<file path="config.mk">
export PLATFORM = sky130hd
export DESIGN_NAME = subpel_row_scheduler
export DESIGN_NICKNAME = d
export VERILOG_FILES = /design/src/rtl/subpel_row_scheduler.sv
export SDC_FILE = /design/constraint.sdc
export NUM_CORES = 1
export LEC_CHECK = 0
export ABC_AREA = 1
export CAP_MARGIN = 10
export CORE_MARGIN = 10
export CORE_UTILIZATION = 34
export CTS_CLUSTER_DIAMETER = 40
export DETAILED_ROUTE_END_ITERATION = 8
export GPL_ROUTABILITY_DRIVEN = 1
export HOLD_SLACK_MARGIN = 0.12
export PLACE_DENSITY = 0.62
export SLEW_MARGIN = 10
export SYNTH_ARGS = -nofsm -noshare
export SYNTH_HDL_FRONTEND = slang
export SYNTH_SLANG_ARGS = --single-unit
</file>
<file path="constraint.sdc">
create_clock -name clk -period 2.3 [get_ports clk]
set_input_delay 0.345 -clock clk [delete_from_list [all_inputs] [get_ports clk]]
set_output_delay 0.345 -clock clk [all_outputs]
set_load 0.02 [all_outputs]
</file>
<file path="src/rtl/subpel_row_scheduler.sv">
// subpel_row_scheduler
//   Fetches NUM_ROWS reference rows for one 8x8 sub-pel block from row memory.
//   Rows are buffered in a small in-order FIFO and handed to the interpolation
//   datapath with a valid/ready handshake and a row index. The block then waits
//   for the datapath completion pulse and reports done.
// Ports
//   clk, rst          clock (rising edge), asynchronous active-low reset
//   start, base_addr  block start (sampled in IDLE) and first row address
//   busy, done, err   status: busy while working, done pulse, sticky spurious-read flag
//   mem_*             row memory req/gnt/rvalid interface (in-order responses)
//   dp_*              datapath row stream (valid/ready, index, last) and done pulse
module subpel_row_scheduler #(
  parameter int PIX_W      = 8,
  parameter int ROW_PIX    = 15,
  parameter int NUM_ROWS   = 15,
  parameter int ADDR_W     = 8,
  parameter int FIFO_DEPTH = 2
) (
  input  logic                     clk,
  input  logic                     rst,
  input  logic                     start,
  input  logic [ADDR_W-1:0]        base_addr,
  output logic                     busy,
  output logic                     done,
  output logic                     err,
  output logic                     mem_req,
  output logic [ADDR_W-1:0]        mem_addr,
  input  logic                     mem_gnt,
  input  logic                     mem_rvalid,
  input  logic [PIX_W*ROW_PIX-1:0] mem_rdata,
  output logic [PIX_W*ROW_PIX-1:0] dp_row,
  output logic                     dp_valid,
  input  logic                     dp_ready,
  output logic [3:0]               dp_row_idx,
  output logic                     dp_last,
  input  logic                     dp_done
);
  localparam int ROW_W = PIX_W * ROW_PIX;
  localparam int CNT_W = $clog2(NUM_ROWS + 1);
  localparam int OCC_W = $clog2(FIFO_DEPTH + 1);
  localparam int PTR_W = (FIFO_DEPTH > 1) ? $clog2(FIFO_DEPTH) : 1;

  typedef enum logic [1:0] {S_IDLE, S_FETCH, S_WAIT_DP, S_DONE} state_t;
  state_t r_state, w_nxt;

  logic [ADDR_W-1:0]                r_base;
  logic [CNT_W-1:0]                 r_issued, r_acc;
  logic [OCC_W-1:0]                 r_outst, r_cnt;
  logic [PTR_W-1:0]                 r_wp, r_rp;
  logic [FIFO_DEPTH-1:0][ROW_W-1:0] r_fifo;
  logic                             r_err;

  logic             w_start_acc, w_push, w_spur, w_pop, w_gnt;
  logic [OCC_W:0]   w_used;

  assign w_start_acc = (r_state == S_IDLE) && start;
  assign w_push      = mem_rvalid && (r_outst != '0);
  assign w_spur      = mem_rvalid && (r_outst == '0);
  assign dp_valid    = (r_cnt != '0);
  assign w_pop       = dp_valid && dp_ready;

  // Credits already committed. A row leaving the FIFO this cycle frees its slot
  // immediately, which keeps one row per cycle with a 1-cycle memory. It cannot
  // make mem_req drop before a grant: the pop is real, so next cycle the count
  // is lower still.
  assign w_used  = {1'b0, r_outst} + {1'b0, r_cnt} - {{OCC_W{1'b0}}, w_pop};
  assign mem_req = (r_state == S_FETCH) && (r_issued < CNT_W'(NUM_ROWS)) &&
                   (w_used < (OCC_W+1)'(FIFO_DEPTH));
  assign mem_addr = r_base + ADDR_W'(r_issued);   // wraps modulo 2^ADDR_W
  assign w_gnt    = mem_req && mem_gnt;

  assign dp_row     = r_fifo[r_rp];
  assign dp_row_idx = 4'(r_acc);
  assign dp_last    = dp_valid && (r_acc == CNT_W'(NUM_ROWS - 1));
  assign busy       = (r_state == S_FETCH) || (r_state == S_WAIT_DP);
  assign done       = (r_state == S_DONE);
  assign err        = r_err;

  always_ff @(posedge clk or negedge rst) begin
    if (!rst) r_state <= S_IDLE;
    else      r_state <= w_nxt;
  end

  always_comb begin
    w_nxt = r_state;
    case (r_state)
      S_IDLE:    if (start) w_nxt = S_FETCH;
      S_FETCH:   if (w_pop && (r_acc == CNT_W'(NUM_ROWS - 1))) w_nxt = S_WAIT_DP;
      S_WAIT_DP: if (dp_done) w_nxt = S_DONE;
      S_DONE:    w_nxt = S_IDLE;
      default:   w_nxt = S_IDLE;
    endcase
  end

  always_ff @(posedge clk or negedge rst) begin
    if (!rst) begin
      r_base   <= '0;
      r_issued <= '0;
      r_acc    <= '0;
      r_outst  <= '0;
      r_cnt    <= '0;
      r_wp     <= '0;
      r_rp     <= '0;
      r_fifo   <= '0;
      r_err    <= 1'b0;
    end else if (w_start_acc) begin
      r_base   <= base_addr;
      r_issued <= '0;
      r_acc    <= '0;
      r_outst  <= '0;
      r_cnt    <= '0;
      r_wp     <= '0;
      r_rp     <= '0;
      r_err    <= 1'b0;
    end else begin
      if (w_gnt) r_issued <= r_issued + 1'b1;
      case ({w_gnt, w_push})
        2'b10:   r_outst <= r_outst + 1'b1;
        2'b01:   r_outst <= r_outst - 1'b1;
        default: r_outst <= r_outst;
      endcase
      if (w_push) begin
        r_fifo[r_wp] <= mem_rdata;
        r_wp <= (r_wp == PTR_W'(FIFO_DEPTH - 1)) ? '0 : r_wp + 1'b1;
      end
      if (w_pop) begin
        r_rp  <= (r_rp == PTR_W'(FIFO_DEPTH - 1)) ? '0 : r_rp + 1'b1;
        r_acc <= r_acc + 1'b1;
      end
      case ({w_push, w_pop})
        2'b10:   r_cnt <= r_cnt + 1'b1;
        2'b01:   r_cnt <= r_cnt - 1'b1;
        default: r_cnt <= r_cnt;
      endcase
      if (w_spur) r_err <= 1'b1;
    end
  end
endmodule

</file>
==> summary by stage <==
Synthesis
The post-synthesis instance area is 12400 um2. The synthesized net count is 1629. The fraction of registers with async set/reset is 1.00. For this run, the register share of the synthesized area comes to 0.536. The number of enable-type register cells in the synthesized netlist is 0. In this run, distinct cell masters in the synthesized netlist total 36.

The primary flip-flop cell chosen by synthesis mapping is dfrtp_1. The average size of a mapped cell is 8.37 um2. The number of synthesized register bits is 265. The total of warnings raised by yosys is 0. The cell count after synthesis came out at 1478.

Route
The wire length reported by the detailed router is 34500 um. The detail route stage leaves a number of antenna-violating nets equal to 0. For this run, design rule violations remaining after detail routing come to 0. The first-iteration detailed-routing DRC count is 775. The detailed router placed 10410 vias in this run. The number of iterations in the first detailed-routing pass is 5. After detailed routing, the average wire length per cell comes to 15.2 um. The detail-routed via count per cell is 4.58.

Outcome
The flow ran to the end, but the final reports show violations. The checks that failed: setup timing.

Layout
Leaving out fill and tap cells, the most frequent cell in the layout is nand2_1. The final design area excluding fillers is 17400 um2. The layout has 3416 filler cells. The number of antenna diodes in the final layout is 0. The final net count is 1930.

In the final layout, the share of cells above drive strength 1 is 0.167. The area added between synthesis and finish is 41.0%. The sequential cells in the finished layout cover a total of 6640 um2. Leaving out fill and tap cells, the most frequent cells in the layout are nand2_1 (648), dfrtp_1 (264), inv_1 (143), clkdlybuf4s50_1 (141), o21ai_0 (92). Summing all multi-input logic gate instances after layout gives 4750 um2. The utilization after layout is 0.488.

Worst hold path
In this run the worst hold path is classified as in -> async.

Clocking
The depth of the CTS H-tree is 2. The clock latency of the later-clocked register in the worst-skew pair is 520 ps. The cell at the root of the clock tree is clkbuf_16. Counting the buffers created by CTS gives 43.

Clock-pin slew was measured on the worst setup and hold paths at 50 ps. TritonCTS built the clock tree. The clock drives 265 sinks. The clock passes through at most 3 buffers.

Global route
Summed over all layers, the global routing overflow is 0. Across every metal layer, demand over resource in global routing totals 0.154. The wire length of the first global-routing pass is 56500 um. Entering global routing, the biggest net connects 69 pins. The number of global-route vias before repair is 10605.

The initial antenna violation count is 4.

STA
In the post-route analysis, the smallest setup slack over all paths is -585 ps. The transition time of the tightest slew-check pin is 490 ps. The worst clock skew is 13.3 ps. The worst-case headroom to the max-slew limit is 0.674. In the final timing run, aggregate negative setup slack is -1540 ps.

After layout, the minimum clock period comes to 2890 ps. The final number of hold-violating endpoints is 0. The max-slew violation count is 0. The number of setup violations in the final report is 10. Setup repair after global routing could not meet its margin everywhere. The maximum operating frequency is 0.347 GHz. Dividing the final minimum period by the clock period gives 1.25. The worst hold slack across all endpoints is 367 ps.

Placed design
At the end of routability-driven placement, the weighted congestion stood at 0.777. The placed standard-cell area is 15700 um2. Prior to clock tree synthesis, the placed netlist has a worst setup slack of -894 ps. The number of buffers inserted by port buffering is 272. The HPWL after detailed placement is 23500 um.

Flow run
Across the run, the number of max-cap violations was 0.

Pwr
The power per unit of standard cell area is 1560 nW/um2. The worst ir drop on vdd is 0.000793 V. The leakage component of the power is 9.09 nW.

Floorplan
The initial cell density of the core is 0.346. The number of standard-cell rows in the floorplan is 69. The die is 211 um tall. The total die area is 44400 um2. The total area inside the core boundary comes to 35700 um2. Measured along the x axis, the die boundary spans 211 um. For this design the top-level I/O count stands at 273.

Setup path
STA classifies the critical path startpoint as a flop. The largest fanout on the critical path is 2. The worst setup path is captured at an output pin. For the worst setup path, the data required time is 1960 ps. The data arrival time of the critical path is 2540 ps. The worst setup path is of the reg -> out kind.
==> sequential cells by signal, summed over array words and instances, names as in the netlist <==
signal,cells
r_fifo,240
r_base,8
dp_row_idx,4
r_issued,4
r_cnt,2
r_outst,2
r_state,2
err,1
r_rp,1
r_wp,1
==> power by group <==
part / internal (mW) / total (mW) / switching, mW
Combinational: 4.86 / 12.2 / 7.37
Clock: 4.63 / 6.86 / 2.23
Sequential: 6.94 / 8.14 / 1.20
Total: 16.4 / 27.2 / 10.8
==> per-stage QoR <==
stage | instances | power, mW
after floorplan | 1478 | 15.5
after global placement | 2183 | 20.8
after detailed placement | 2183 | 21.1
after CTS | 2273 | 27.6
after global routing | 2274 | 29.3
final | 2274 | 27.2
==> what timing repair did <==
action / 4_1_cts / 5_1_grt
gates cloned: 2 / 0
hold buffers: 1 / 0
pin swaps: 14 / 13
setup endpoints to repair: 136 / 53
gates resized for setup: 246 / 66
hold endpoints to repair: 55 / 0
setup buffers: 9 / 7
==> final cells by class <==
type,count,share of cell area
inverters,150,0.0329
repair buffers,337,0.191
flip-flops and latches,265,0.381
multi-input cells,982,0.272
clock buffers,57,0.0723
well taps,461,0.0331
clock inverters,22,0.0178
==> worst max-delay path: stages (launching register included) <==
cell and delay [ps]:
dfrtp_1 380, nor2_2 140, inv_2 50, nand2_2 70, inv_2 50, ha_4 200, or2_4 220, fa_1 500
nand2_2 60, inv_2 60, nand2_2 60, nor2_4 110, buf_6 130
==> kinds of logic (layout without fill, tap and decap cells) <==
| group | Yosys count | count (layout) | synth area share |
|---|---|---|---|
| xor+xnor | 9 | 9 | 0.00637 |
| buf+inv | 231 | 566 | 0.0943 |
| compound gates | 264 | 264 | 0.130 |
| flops | 265 | 265 | 0.536 |
| fa+ha+maj | 16 | 16 | 0.0174 |
| simple gates | 693 | 693 | 0.216 |
==> path summary, 6_finish.rpt <==
check | start | to | slack, ps | depth (start not counted)
min in group clk | base_addr[6] | r_base[6] | 380 | 3
worst min-delay path | rst | r_fifo[221] | 370 | 2
worst min register to register | r_fifo[117] | r_fifo[117] | 480 | 2
max in group asynchronous | rst | r_fifo[92] | 1150 | 3
worst max-delay path | r_cnt[0] | mem_req | -590 | 12
worst max register to register | r_cnt[0] | r_outst[1] | -160 | 17
==> per-layer routing <==
metal | up-vias | global-route usage | share of wire
met2 | 291 | 0.237 | 0.45
met1 | 4868 | 0.204 | 0.45
li1 | 5187 | - | -
met4 | 6 | 0.0397 | 0.019
met3 | 58 | 0.0504 | 0.084
met5 | - | 0 | 0.00084
==> cells in the mapped netlist, drive strengths merged, types with 7 or more instances <==
cell type,number,area share
buf,49,0.039
nor2,12,0.0038
xor2,7,0.0050
a21oi,7,0.0028
clkbuf,32,0.0098
inv,149,0.045
o21ai,251,0.12
ha,14,0.014
nand2,658,0.20
dfrtp,265,0.54
nand3,16,0.0075
Note: power is estimated with default switching activity, not from simulation.
